==> src/rtl/sreg_bus_arbiter_pkg.sv <==
// Shared types for the system-register bus arbiter: state encoding, requester
// indices and the packed request payload.
package sreg_bus_arbiter_pkg;

   localparam int unsigned SREG_VAL_WIDTH = 64;
   localparam int unsigned SREG_GROUP_W   = 5;
   localparam int unsigned SREG_REGNUM_W  = 3;
   localparam int unsigned SREG_PLEVEL_W  = 2;
   localparam int unsigned SREG_NREQ      = 2;

   localparam int unsigned SREG_REQ_PIPE = 0;
   localparam int unsigned SREG_REQ_DBG  = 1;

   typedef enum logic [1:0] {
      IDLE  = 2'd0,
      ISSUE = 2'd1,
      WAIT  = 2'd2,
      RESP  = 2'd3
   } arb_state_t;

   typedef struct packed {
      logic                      wr;
      logic [SREG_GROUP_W-1:0]   group;
      logic [SREG_REGNUM_W-1:0]  regnum;
      logic [SREG_PLEVEL_W-1:0]  plevel;
      logic [SREG_VAL_WIDTH-1:0] wval;
   } sreg_req_t;

endpackage

==> src/rtl/sreg_prio_starve_pick.sv <==
// Two-way priority picker: pipeline wins ties unless debug has lost
// STARVE_LIMIT consecutive arbitrations.
module sreg_prio_starve_pick
   import sreg_bus_arbiter_pkg::*;
#(
   parameter int unsigned STARVE_LIMIT = 4
) (
   input  logic       clk,
   input  logic       rst_n,
   input  logic       arb_en,
   input  logic [1:0] valid,
   output logic [1:0] grant_c
);

   localparam int unsigned CNT_W = (STARVE_LIMIT > 0) ? $clog2(STARVE_LIMIT + 1) : 1;

   logic [CNT_W-1:0] starve_q;
   logic             starved_c;

   assign starved_c = (starve_q == CNT_W'(STARVE_LIMIT));

   // One-hot grant, only while the arbiter is free to accept
   always_comb begin
      grant_c = 2'b00;
      if (arb_en) begin
         if (valid == 2'b11) begin
            grant_c = starved_c ? 2'b10 : 2'b01;
         end else begin
            grant_c = valid;
         end
      end
   end

   // Consecutive debug losses; saturates at the limit
   always_ff @(posedge clk or negedge rst_n) begin
      if (!rst_n) begin
         starve_q <= '0;
      end else if (!valid[SREG_REQ_DBG]) begin
         starve_q <= '0;
      end else if (arb_en) begin
         if (grant_c[SREG_REQ_DBG]) begin
            starve_q <= '0;
         end else if (!starved_c) begin
            starve_q <= starve_q + CNT_W'(1);
         end
      end
   end

endmodule

==> src/rtl/sreg_bus_arbiter.sv <==
// Arbitrates the single sysreg bus port between pipeline and debug, one
// transaction at a time with a read timeout. SREG_BUS_ARBITER_STATS_EN adds
// grant/timeout counters.
module sreg_bus_arbiter
   import sreg_bus_arbiter_pkg::*;
#(
   parameter int unsigned TIMEOUT_CYCLES = 16,
   parameter int unsigned STARVE_LIMIT   = 4,
   parameter int unsigned VAL_WIDTH      = 64
) (
   input  logic                      clk,
   input  logic                      rst_n,
   input  logic [1:0]                req_valid,
   output logic [1:0]                req_ready,
   input  logic [1:0]                req_wr,
   input  logic [1:0][4:0]           req_group,
   input  logic [1:0][2:0]           req_regnum,
   input  logic [1:0][1:0]           req_plevel,
   input  logic [1:0][VAL_WIDTH-1:0] req_wval,
   output logic [1:0]                rsp_valid,
   output logic                      rsp_err,
   output logic [VAL_WIDTH-1:0]      rsp_rval,
   output logic                      bus_rd_en,
   output logic                      bus_wr_en,
   output logic [4:0]                bus_group,
   output logic [2:0]                bus_regnum,
   output logic [1:0]                bus_plevel,
   output logic [VAL_WIDTH-1:0]      bus_wr_val,
   input  logic                      bus_rd_valid,
   input  logic [VAL_WIDTH-1:0]      bus_rd_val,
`ifdef SREG_BUS_ARBITER_STATS_EN
   output logic [31:0]               stat_grants0,
   output logic [31:0]               stat_grants1,
   output logic [31:0]               stat_timeouts,
`endif
   output logic                      busy
);

   localparam int unsigned TMO_W = $clog2(TIMEOUT_CYCLES);

   arb_state_t       state_q, state_d;
   logic             owner_q, owner_d;
   logic             wr_q, wr_d;
   logic [TMO_W-1:0] tmo_q, tmo_d;

   logic [1:0]       grant_c;
   logic             arb_en_c;
   logic             sel_c;
   logic [1:0]       owner_oh_c;
   sreg_req_t        cand_c;

   logic                 rd_en_d, wr_en_d, rsp_err_d, busy_d;
   logic [1:0]           rsp_valid_d;
   logic [VAL_WIDTH-1:0] rsp_rval_d, wval_d;
   logic [4:0]           group_d;
   logic [2:0]           regnum_d;
   logic [1:0]           plevel_d;

   assign arb_en_c   = (state_q == IDLE) && rst_n;
   assign req_ready  = grant_c;
   assign sel_c      = grant_c[SREG_REQ_DBG];
   assign owner_oh_c = owner_q ? 2'b10 : 2'b01;

   sreg_prio_starve_pick #(
      .STARVE_LIMIT (STARVE_LIMIT)
   ) u_pick (
      .clk     (clk),
      .rst_n   (rst_n),
      .arb_en  (arb_en_c),
      .valid   (req_valid),
      .grant_c (grant_c)
   );

   // Winner's request fields
   always_comb begin
      cand_c        = '0;
      cand_c.wr     = req_wr[sel_c];
      cand_c.group  = req_group[sel_c];
      cand_c.regnum = req_regnum[sel_c];
      cand_c.plevel = req_plevel[sel_c];
      cand_c.wval   = SREG_VAL_WIDTH'(req_wval[sel_c]);
   end

   // Next state plus next value of every registered output
   always_comb begin
      state_d     = state_q;
      owner_d     = owner_q;
      wr_d        = wr_q;
      tmo_d       = tmo_q;
      rd_en_d     = 1'b0;
      wr_en_d     = 1'b0;
      group_d     = '0;
      regnum_d    = '0;
      plevel_d    = '0;
      wval_d      = '0;
      rsp_valid_d = 2'b00;
      rsp_err_d   = 1'b0;
      rsp_rval_d  = '0;
      busy_d      = 1'b0;

      unique case (state_q)
         IDLE: begin
            if (|grant_c) begin
               state_d  = ISSUE;
               owner_d  = sel_c;
               wr_d     = cand_c.wr;
               wr_en_d  = cand_c.wr;
               rd_en_d  = !cand_c.wr;
               group_d  = cand_c.group;
               regnum_d = cand_c.regnum;
               plevel_d = cand_c.plevel;
               wval_d   = VAL_WIDTH'(cand_c.wval);
               busy_d   = 1'b1;
            end
         end
         ISSUE: begin
            busy_d = 1'b1;
            if (wr_q) begin
               state_d     = RESP;
               rsp_valid_d = owner_oh_c;
            end else begin
               state_d  = WAIT;
               tmo_d    = '0;
               rd_en_d  = 1'b1;
               group_d  = bus_group;
               regnum_d = bus_regnum;
               plevel_d = bus_plevel;
               wval_d   = bus_wr_val;
            end
         end
         WAIT: begin
            busy_d = 1'b1;
            if (bus_rd_valid) begin
               state_d     = RESP;
               rsp_valid_d = owner_oh_c;
               rsp_rval_d  = bus_rd_val;
            end else if (tmo_q == TMO_W'(TIMEOUT_CYCLES - 1)) begin
               state_d     = RESP;
               rsp_valid_d = owner_oh_c;
               rsp_err_d   = 1'b1;
            end else begin
               tmo_d    = tmo_q + TMO_W'(1);
               rd_en_d  = 1'b1;
               group_d  = bus_group;
               regnum_d = bus_regnum;
               plevel_d = bus_plevel;
               wval_d   = bus_wr_val;
            end
         end
         RESP: begin
            state_d = IDLE;
         end
         default: begin
            state_d = IDLE;
         end
      endcase
   end

   always_ff @(posedge clk or negedge rst_n) begin
      if (!rst_n) begin
         state_q    <= IDLE;
         owner_q    <= 1'b0;
         wr_q       <= 1'b0;
         tmo_q      <= '0;
         bus_rd_en  <= 1'b0;
         bus_wr_en  <= 1'b0;
         bus_group  <= '0;
         bus_regnum <= '0;
         bus_plevel <= '0;
         bus_wr_val <= '0;
         rsp_valid  <= 2'b00;
         rsp_err    <= 1'b0;
         rsp_rval   <= '0;
         busy       <= 1'b0;
      end else begin
         state_q    <= state_d;
         owner_q    <= owner_d;
         wr_q       <= wr_d;
         tmo_q      <= tmo_d;
         bus_rd_en  <= rd_en_d;
         bus_wr_en  <= wr_en_d;
         bus_group  <= group_d;
         bus_regnum <= regnum_d;
         bus_plevel <= plevel_d;
         bus_wr_val <= wval_d;
         rsp_valid  <= rsp_valid_d;
         rsp_err    <= rsp_err_d;
         rsp_rval   <= rsp_rval_d;
         busy       <= busy_d;
      end
   end

`ifdef SREG_BUS_ARBITER_STATS_EN
   // Free-running event counters, wrap at 2^32
   always_ff @(posedge clk or negedge rst_n) begin
      if (!rst_n) begin
         stat_grants0  <= '0;
         stat_grants1  <= '0;
         stat_timeouts <= '0;
      end else begin
         if (req_ready[SREG_REQ_PIPE]) stat_grants0 <= stat_grants0 + 32'd1;
         if (req_ready[SREG_REQ_DBG])  stat_grants1 <= stat_grants1 + 32'd1;
         if ((rsp_valid != 2'b00) && rsp_err) stat_timeouts <= stat_timeouts + 32'd1;
      end
   end
`endif

endmodule

==> config.mk <==
export PLATFORM = sky130hd
export DESIGN_NAME = sreg_bus_arbiter
export DESIGN_NICKNAME = d
export VERILOG_FILES = /design/src/rtl/sreg_bus_arbiter_pkg.sv /design/src/rtl/sreg_prio_starve_pick.sv /design/src/rtl/sreg_bus_arbiter.sv
export SDC_FILE = /design/constraint.sdc
export NUM_CORES = 1
export LEC_CHECK = 0
export ABC_AREA = 0
export CAP_MARGIN = 20
export CORE_ASPECT_RATIO = 1.1
export CORE_MARGIN = 4
export CORE_UTILIZATION = 40
export DETAILED_ROUTE_END_ITERATION = 10
export PLACE_DENSITY = 0.81
export SYNTH_ARGS = -nofsm -noshare
export SYNTH_HDL_FRONTEND = slang
export SYNTH_HIERARCHICAL = 1
export SYNTH_SLANG_ARGS = --single-unit
==> constraint.sdc <==
create_clock -name clk -period 2.9 [get_ports clk]
set_clock_uncertainty 0.05 [all_clocks]
set_input_delay 0.58 -clock clk [delete_from_list [all_inputs] [get_ports clk]]
set_output_delay 0.58 -clock clk [all_outputs]
set_load 0.02 [all_outputs]
# [After elaboration in Yosys (flattened, before gate mapping)]
# Cells that the tools add are included.
[totals] wordCells=108 output_inout_bits=146 reg_bits=155
[op_classes] addsub=2 eq_ne=14 magnitude_cmp=1 reduce_logical=11 mux=65
[op_table] cell="$mux W64" count=8
[op_table] cell="$pmux W64 S3" count=1
[op_table] cell="$mux W2" count=16
[op_table] cell="$mux W3" count=10
[op_table] cell="$mux W5" count=6
[op_table] cell="$pmux W5 S3" count=1
[op_table] cell="$mux W1" count=13
[op_table] cell="$mux W4" count=3
[op_table] cell="$pmux W3 S3" count=1
[op_table] cell="$ne A2 B2 Y1 const B" count=4
[op_table] cell="$pmux W2 S4" count=1
[op_table] cell="$pmux W4 S2" count=1
[op_table] cell="$reduce_and A2 Y1" count=4
[op_table] cell="$eq A2 B2 Y1 const B" count=3
[op_table] cell="$ne A3 B3 Y1 const B" count=2
[op_table] cell="$pmux W2 S3" count=1
[op_table] cell="$add A4 B1 Y4 const B" count=1
[op_table] cell="$eq A4 B4 Y1 const B" count=1
[op_table] cell="$ne A2 B1 Y1 const B" count=2
[op_table] cell="$pmux W2 S2" count=1
[op_table] cell="$reduce_and A4 Y1" count=1
[op_table] cell="$reduce_or A2 Y1" count=2
[op_table] cell="$add A3 B1 Y3 const B" count=1
[op_table] cell="$eq A3 B3 Y1 const B" count=1
[op_table] cell="other kinds (8)" count=8

# [Depth between registers and ports, before layout]
# Gate-level depths: netlist of run 1.
[logic_depth] word_depth=9 ltp_mapped=11

# [Cells and area by module]
# The synthesis of run 1 kept the hierarchy.
[modules_own_cells] module="sreg_bus_arbiter" instances=1 cells_each=535 area_per_inst_um2=6939.2
[modules_own_cells] module="sreg_prio_starve_pick" instances=1 cells_each=23 area_per_inst_um2=201.4

# [Worst setup path before layout of run 1]
# No wires, ideal clock.
[synth_timing] path_kind="flip-flop to flip-flop" from="register state_q[0]" to="register bus_wr_val[42]" setup_time_ps=125 t_arrival_ps=2454 path_stages_with_launch=12 path_buffers=3 setup_slack_ps=270 path_cell_list="dfrtp_1 -> inv_1 -> ha_1 -> and2_1 -> nand2_1 -> nor2_1 -> buf_2 -> buf_4 -> buf_4 -> mux2i_1 -> nor2_1 -> mux2_4"
[synth_via] elab_chain_cells=7
[synth_rtl] element="start, declared" line_no="sreg_bus_arbiter.sv:41" rtl="arb_state_t state_q, state_d;"
[synth_rtl] element="start signal, assigned" line_no="sreg_bus_arbiter.sv:176" rtl="state_q <= state_d;"
[synth_rtl] element="$logic_not A2 Y1 *" line_no="sreg_bus_arbiter.sv:59" rtl="assign arb_en_c = (state_q == IDLE) && rst_n;"
[synth_rtl] element="$logic_and A1 B1 Y1 *" line_no="sreg_bus_arbiter.sv:59"
[synth_rtl] element="named net arb_en_c" line_no="sreg_bus_arbiter.sv:47" rtl="logic arb_en_c;"
[synth_rtl] element="$mux W2 *" line_no="sreg_prio_starve_pick.sv:25" rtl="if (arb_en) begin"
[synth_rtl] element="named net req_ready[1]" line_no="sreg_bus_arbiter.sv:14" rtl="output logic [1:0] req_ready,"
[synth_rtl] element="$mux W64 (implied by the code) (2 in series)" line_no="sreg_bus_arbiter.sv:81" rtl="cand_c.wval = SREG_VAL_WIDTH'(req_wval[sel_c]);"
[synth_rtl] element="$mux W64 *" line_no="sreg_bus_arbiter.sv:103" rtl="if (|grant_c) begin"
[synth_rtl] element="$pmux W64 S3 *" line_no="sreg_bus_arbiter.sv:101" rtl="unique case (state_q)"
[synth_rtl] element="end signal, assigned" line_no="sreg_bus_arbiter.sv:185" rtl="bus_wr_val <= wval_d;"
[synth_rtl] element="end, declared" line_no="sreg_bus_arbiter.sv:28" rtl="output logic [VAL_WIDTH-1:0] bus_wr_val,"
# The timed path passes the listed nets; every way through them passes the cells marked *. The select of a mux whose other input is x is not followed.
# A chain may end at the register's enable or synchronous reset.

# [Worst setup path after layout of run 1]
[layout_timing] from="register state_q[0]" to="output req_ready[1]"
[layout_via] elab_chain_cells=3
[layout_rtl] element="$logic_not A2 Y1" line_no="sreg_bus_arbiter.sv:59"
[layout_rtl] element="$logic_and A1 B1 Y1" line_no="sreg_bus_arbiter.sv:59"
[layout_rtl] element="named net arb_en_c" line_no="sreg_bus_arbiter.sv:47"
[layout_rtl] element="$mux W2" line_no="sreg_prio_starve_pick.sv:25"
[layout_rtl] element="end, declared" line_no="sreg_bus_arbiter.sv:14"
# The timed path passes the listed nets, and every way through them passes these cells.

==> impl_metrics.ini, run 1 <==
[run_status]
status = complete, no violations

[synth]
synth.distinct_cells = 41
ys_warn_count = 6
syn_area_per_cell_um2 = 12.8
synth_nets = 784
ys_seq_area_share_pct = 54.3
synth_area_um2 = 7140
syn_inst = 558
ys_seq_elements = 155

[floorplanning]
num_rows = 50
die_h_um = 148
ios = 365
dieWidth_um = 135
die_area_um2 = 20100
design.core.area_um2 = 17300
initial_utilization_pct = 41.4

[timing]
slew_violations = 0
post-route-min-period_ns = 2.61
setup_ws_ns = 0.294
fmax_mhz = 384
hold_viol_final = 0
max_slew_margin_pct = 39.8
setup_viol = 0
worst_pin_slew_ns = 0.903
min_period_over_period_pct = 89.9
rsz0062_at_grt = no
setup_tns_ns = 0
whs_ns = 0.0328

[cts]
path_clk_slew_ns = 0.07
cts.sinks = 155
htreeDepth = 4
cts-resized-gates = 2
tritoncts = yes
hold_buffers = 0
numCtsBuffers = 17
cts_setup_buffers = 0
clockRootBuffer = clkbuf_16
insertion_delay_ns = 0.41
cts_buffer_depth = 2

[worst_setup_path]
r2r_slack_ns = 0.39
timing.rr.start = state_q[0]
required_ns = 2.27
reg2reg_to = bus_wr_val[51]
crit_type = register to output port
cp.arrival_ns = 1.98
start_kind = register
worst-path-max-fanout = 6
end_kind = output port
r2r_cells = 10

[layout]
nNetsFinal = 1144
fill_cells = 1277
syn_to_final_growth_pct = 63.2
final_common_cell = clkdlybuf4s50_1
layout-drive-gt1-share_pct = 14.4
layout_common_cells = 360 x clkdlybuf4s50_1, 155 x dfrtp_1, 78 x nor2_1, 76 x mux2i_1, 65 x and3_1

[placement]
gp_congestion = 0.802
hpwl_um = 17300
dp_worst_setup_slack_ns = 0.225
io_buffers = 364

[power_and_ir_drop]
leakage_nw = 5.31
ir_drop_v = 0.000514
powerDensity_nw_per_um2 = 658

[detailed_routing]
wire_per_inst_um = 19.5
antenna_left = 0
drcViolationCount = 0
drtIter0Drc = 155
routed_wl_um = 22800
vias_per_cell = 4.93
via_count = 5748
firstDrtPassIters = 4

[global_routing]
antenna_found_initial = 3
gr-usage-all-layers_pct = 22.2
grt_pass1_wl_um = 34100
grt_pass1_vias = 6077
grt_max_degree = 88
globalRouteOverflowTotal = 0

[worst_hold_path]
worstHoldPathType = input port to asynchronous set/reset pin

[run]
drv_cap = 0
[power breakdown]
group          switching, mW  internal [mW]
Sequential             0.153           2.45
Clock                  0.941           1.40
Combinational           1.37           1.36
Total                   2.46           5.21
[how the worst max path moves through the flow]
stage,start,to,slack (ns),cells after the start
final,state_q[0],req_ready[1],0.29,6
after global routing,state_q[0],req_ready[0],0.12,6
after CTS,state_q[0],req_ready[1],0.26,6
after detailed placement,req_valid[0],bus_group[0],0.23,8
after global placement,req_valid[0],req_ready[1],0.27,4
after floorplan,state_q[0],bus_wr_val[42],0.27,11
[flip-flops by register name, indices dropped and copies added, names as in the netlist]
register and flops:
bus_plevel 2, u_pick/starve_q 3, rsp_rval 64, tmo_q 4
bus_regnum 3, bus_rd_en 1, state_q 2, bus_wr_en 1
bus_wr_val 64, rsp_err 1, busy 1, bus_group 5
owner_q 1, rsp_valid 2, wr_q 1
[kinds of logic after synthesis]
family	share of synthesized area (%)
adders and majority gates	1.23
buffers and inverters	4.42
and+or+nand+nor	12.1
DFF	54.3
muxes	25.1
AOI/OAI and AO/OA	2.87
[layout make-up]
cell class / count / area (um2) / area share [%]
timing repair buffer: 381 / 3860 / 33.1
clock inverter: 13 / 181 / 1.56
antenna: 2 / 5.00 / 0.0429
clock buffer: 19 / 443 / 3.80
inverter: 8 / 30.0 / 0.258
tap: 234 / 293 / 2.51
sequential: 155 / 3880 / 33.3
multi-input combinational: 355 / 2960 / 25.4
[per-stage QoR]
| stage | utilization [%] | power (mW) | cells | instance area [um2] |
|---|---|---|---|---|
| floorplan | - | 4.35 | 558 | 7140 |
| global placement | 63.7 | 5.33 | 1132 | 11000 |
| detailed placement | 63.7 | 5.38 | 1132 | 11000 |
| CTS | 67.3 | 7.75 | 1164 | 11600 |
| global route | 67.5 | 8.04 | 1167 | 11700 |
| finish | 67.5 | 7.67 | 1167 | 11700 |
[critical path, stage by stage (launching register included)]
cell,delay (ns)
dfrtp_1,0.43
inv_1,0.11
ha_1,0.17
and2_1,0.25
nand2_1,0.12
nor2_4,0.13
dlygate4sd2_1,0.35
[synthesized netlist by cell type]
cell	instances	share of area, %
dfrtp_1	155	54
nor2_1	79	4.2
mux2i_1	76	11
and3_1	65	5.7
mux2_4	49	10
mux2_2	26	4.1
clkbuf_1	16	0.84
buf_2	10	0.70
nand2_1	10	0.53
inv_1	8	0.42
ha_1	7	1.2
buf_4	6	0.63
buf_12	5	1.4
nand3_1	5	0.35
o311ai_0	4	0.49
a21boi_1	3	0.32
a21oi_1	3	0.21
a31oi_1	3	0.26
nand2b_1	2	0.18
nand3b_1	2	0.21
nand4b_1	2	0.25
o21a_1	2	0.21
o21ai_0	2	0.14
a211oi_1	1	0.11
a21boi_2	1	0.16
a21boi_4	1	0.26
a22o_1	1	0.12
a22oi_1	1	0.11
and2_1	1	0.088
buf_1	1	0.053
buf_6	1	0.16
buf_8	1	0.21
nand3_2	1	0.14
nor2b_4	1	0.19
nor3b_1	1	0.11
o21ai_2	1	0.12
o221a_2	1	0.16
o22ai_1	1	0.088
o31a_1	1	0.12
or3_1	1	0.088
or4b_2	1	0.14
[routing by layer]
metal / wire length (um) / up-vias / global-route usage (%)
met5: 20 / - / 0
met2: 11500 / 272 / 38.5
met4: 705 / 2 / 9.38
li1: - / 2665 / -
met1: 8050 / 2764 / 23.0
met3: 2540 / 45 / 10.4
No activity file was read; power rests on OpenSTA's default activity.
==> inputs of run 2 (changes only) <==
SKIP_LAST_GASP = 1   (was unset)
==> results of run 2 <==
The final DEF is identical to that of run 1; final timing and power are the same.
==> inputs of run 3 (changes only) <==
--- a/constraint.sdc
+++ b/constraint.sdc
@@ -4,2 +4,2 @@
 set_output_delay 0.58 -clock clk [all_outputs]
-set_load 0.02 [all_outputs]
+set_load 0.1 [all_outputs]
==> run 3 against run 2 <==
Compared with the run above:
- maximum frequency is 6.0% lower
- non-clock buffer count rose by 3
- highest routed layer unchanged
- register-to-register slack better by 0.02 ns
==> impl_metrics.ini, run 3 (synthesized netlist as in run 1, its figures left out) <==
[cts]
tritoncts = yes
numCtsBuffers = 17
cts.sinks = 155
path_clk_slew_ns = 0.07
cts_buffer_depth = 2
clockRootBuffer = clkbuf_16
insertion_delay_ns = 0.42
htreeDepth = 4

[placement]
gp_congestion = 0.814
dp.cells = 1133
hpwl_um = 17100
io_buffers = 364
placed_cell_area_um2 = 10700

[run_status]
status = complete, no violations

[layout]
final_common_cell = clkdlybuf4s50_1
finalInstanceArea_um2 = 11300
nNetsFinal = 1147
layout_common_cells = 216 x clkdlybuf4s50_1, 157 x buf_4, 155 x dfrtp_1, 78 x nor2_1, 76 x mux2i_1
layoutNonFillerInstCount = 1169
layout-drive-gt1-share_pct = 30.6
syn_to_final_growth_pct = 58.9
fill_cells = 1345
largestRegisters = bus_wr_val: 64 flops, rsp_rval: 64 flops, bus_group: 5 flops

[floorplanning]
die_area_um2 = 20100
ios = 365
num_rows = 50
dieWidth_um = 135
initial_utilization_pct = 41.4
design.core.area_um2 = 17300
die_h_um = 148

[timing]
max_slew_margin_pct = 38.1
min_period_over_period_pct = 95.6
worst_pin_slew_ns = 0.928
setup_viol = 0
hold_viol_final = 0
fmax_mhz = 361
whs_ns = 0.304
setup_tns_ns = 0
post-route-min-period_ns = 2.77
slew_violations = 0
rsz0062_at_grt = no

[worst_setup_path]
reg2reg_to = bus_wr_val[17]
r2r_cells = 10
required_ns = 2.27
start_kind = register
worst-path-max-fanout = 10
crit_type = register to output port
r2r_slack_ns = 0.41
end_kind = output port
cp.arrival_ns = 2.14
timing.rr.start = state_q[0]

[power_and_ir_drop]
leakage_nw = 5.61
powerDensity_nw_per_um2 = 795
ir_drop_v = 0.000721

[global_routing]
grt_max_degree = 84
gr-usage-all-layers_pct = 22.0
grt_pass1_vias = 6045
antenna_found_initial = 2
globalRouteOverflowTotal = 0
grt_pass1_wl_um = 33800

[run]
drv_cap = 0

[detailed_routing]
drtIter0Drc = 245
routed_wl_um = 22700
antenna_left = 0
firstDrtPassIters = 4
via_count = 5669
wire_per_inst_um = 19.4
vias_per_cell = 4.85
drcViolationCount = 0

[worst_hold_path]
worstHoldPathType = input port to asynchronous set/reset pin
[run 3: cell count changes in the layout (fill, tap and decap cells not counted), sizes merged]
cell           before  now
clkdlybuf4s50     360  216
diode               2    1
inv                13   15
clkinv              4    3
buf                19  168
clkbuf             19   18
bufinv              3    2
dlygate4sd2         2    0
clkinvlp            1    2
[run 3: how the worst max path moves through the flow]
| stage | start | end | slack (ns) |
|---|---|---|---|
| after floorplan | state_q[0] | bus_wr_val[42] | 0.01 |
| after global placement | state_q[0] | bus_wr_val[54] | 0.27 |
| after detailed placement | state_q[0] | bus_wr_val[6] | 0.24 |
| after CTS | state_q[0] | req_ready[1] | 0.007 |
| after global routing | state_q[0] | req_ready[1] | 0.03 |
| final | state_q[0] | req_ready[1] | 0.13 |
[run 3: worst max-delay path, cell delays in order, from the launching register on]
cell     delay, ns
dfrtp_1       0.44
inv_1         0.12
ha_2          0.27
and2_4        0.22
nand2_1       0.10
nor2_4        0.19
buf_12        0.18
buf_12        0.18
[run 3: cell type report]
type / instances / area [um2] / area share, %
Timing Repair Buffer: 384 / 3540 / 31.2
Inverter: 8 / 30.0 / 0.265
Clock inverter: 14 / 175 / 1.54
Clock buffer: 18 / 439 / 3.87
Tap cell: 234 / 293 / 2.58
Antenna cell: 1 / 2.50 / 0.0221
Sequential cell: 155 / 3880 / 34.2
Multi-Input combinational cell: 355 / 2980 / 26.3
[run 3: per-stage QoR]
stage | power (mW) | worst slack (ns) | util [%]
final | 9.02 | 0.129 | 65.7
after global routing | 9.38 | 0.0317 | 65.7
after CTS | 9.10 | 0.00739 | 65.4
after detailed placement | 6.76 | 0.243 | 61.9
after global placement | 6.72 | 0.269 | 61.9
after floorplan | 5.81 | 0.0144 | -
[run 3: layer usage]
layer | vias up | GRT usage, % | wire (um)
met1 | 2724 | 23.7 | 8240
met5 | - | 0 | 8
met3 | 28 | 9.74 | 2510
met4 | 2 | 6.75 | 349
met2 | 244 | 38.8 | 11600
li1 | 2671 | - | -
[run 3: timing repair]
action,4_1_cts,5_1_grt
resized for setup,2,1
cloned,0,0
pin swaps,0,1
hold buffers,0,0
endpoints found under the setup margin,2,2
buffers inserted,0,2
[run 3: where the power goes]
part / internal, mW / switching (mW)
clock: 1.33 / 0.974
combinational: 1.26 / 2.85
sequential: 2.45 / 0.161
total: 5.04 / 3.98
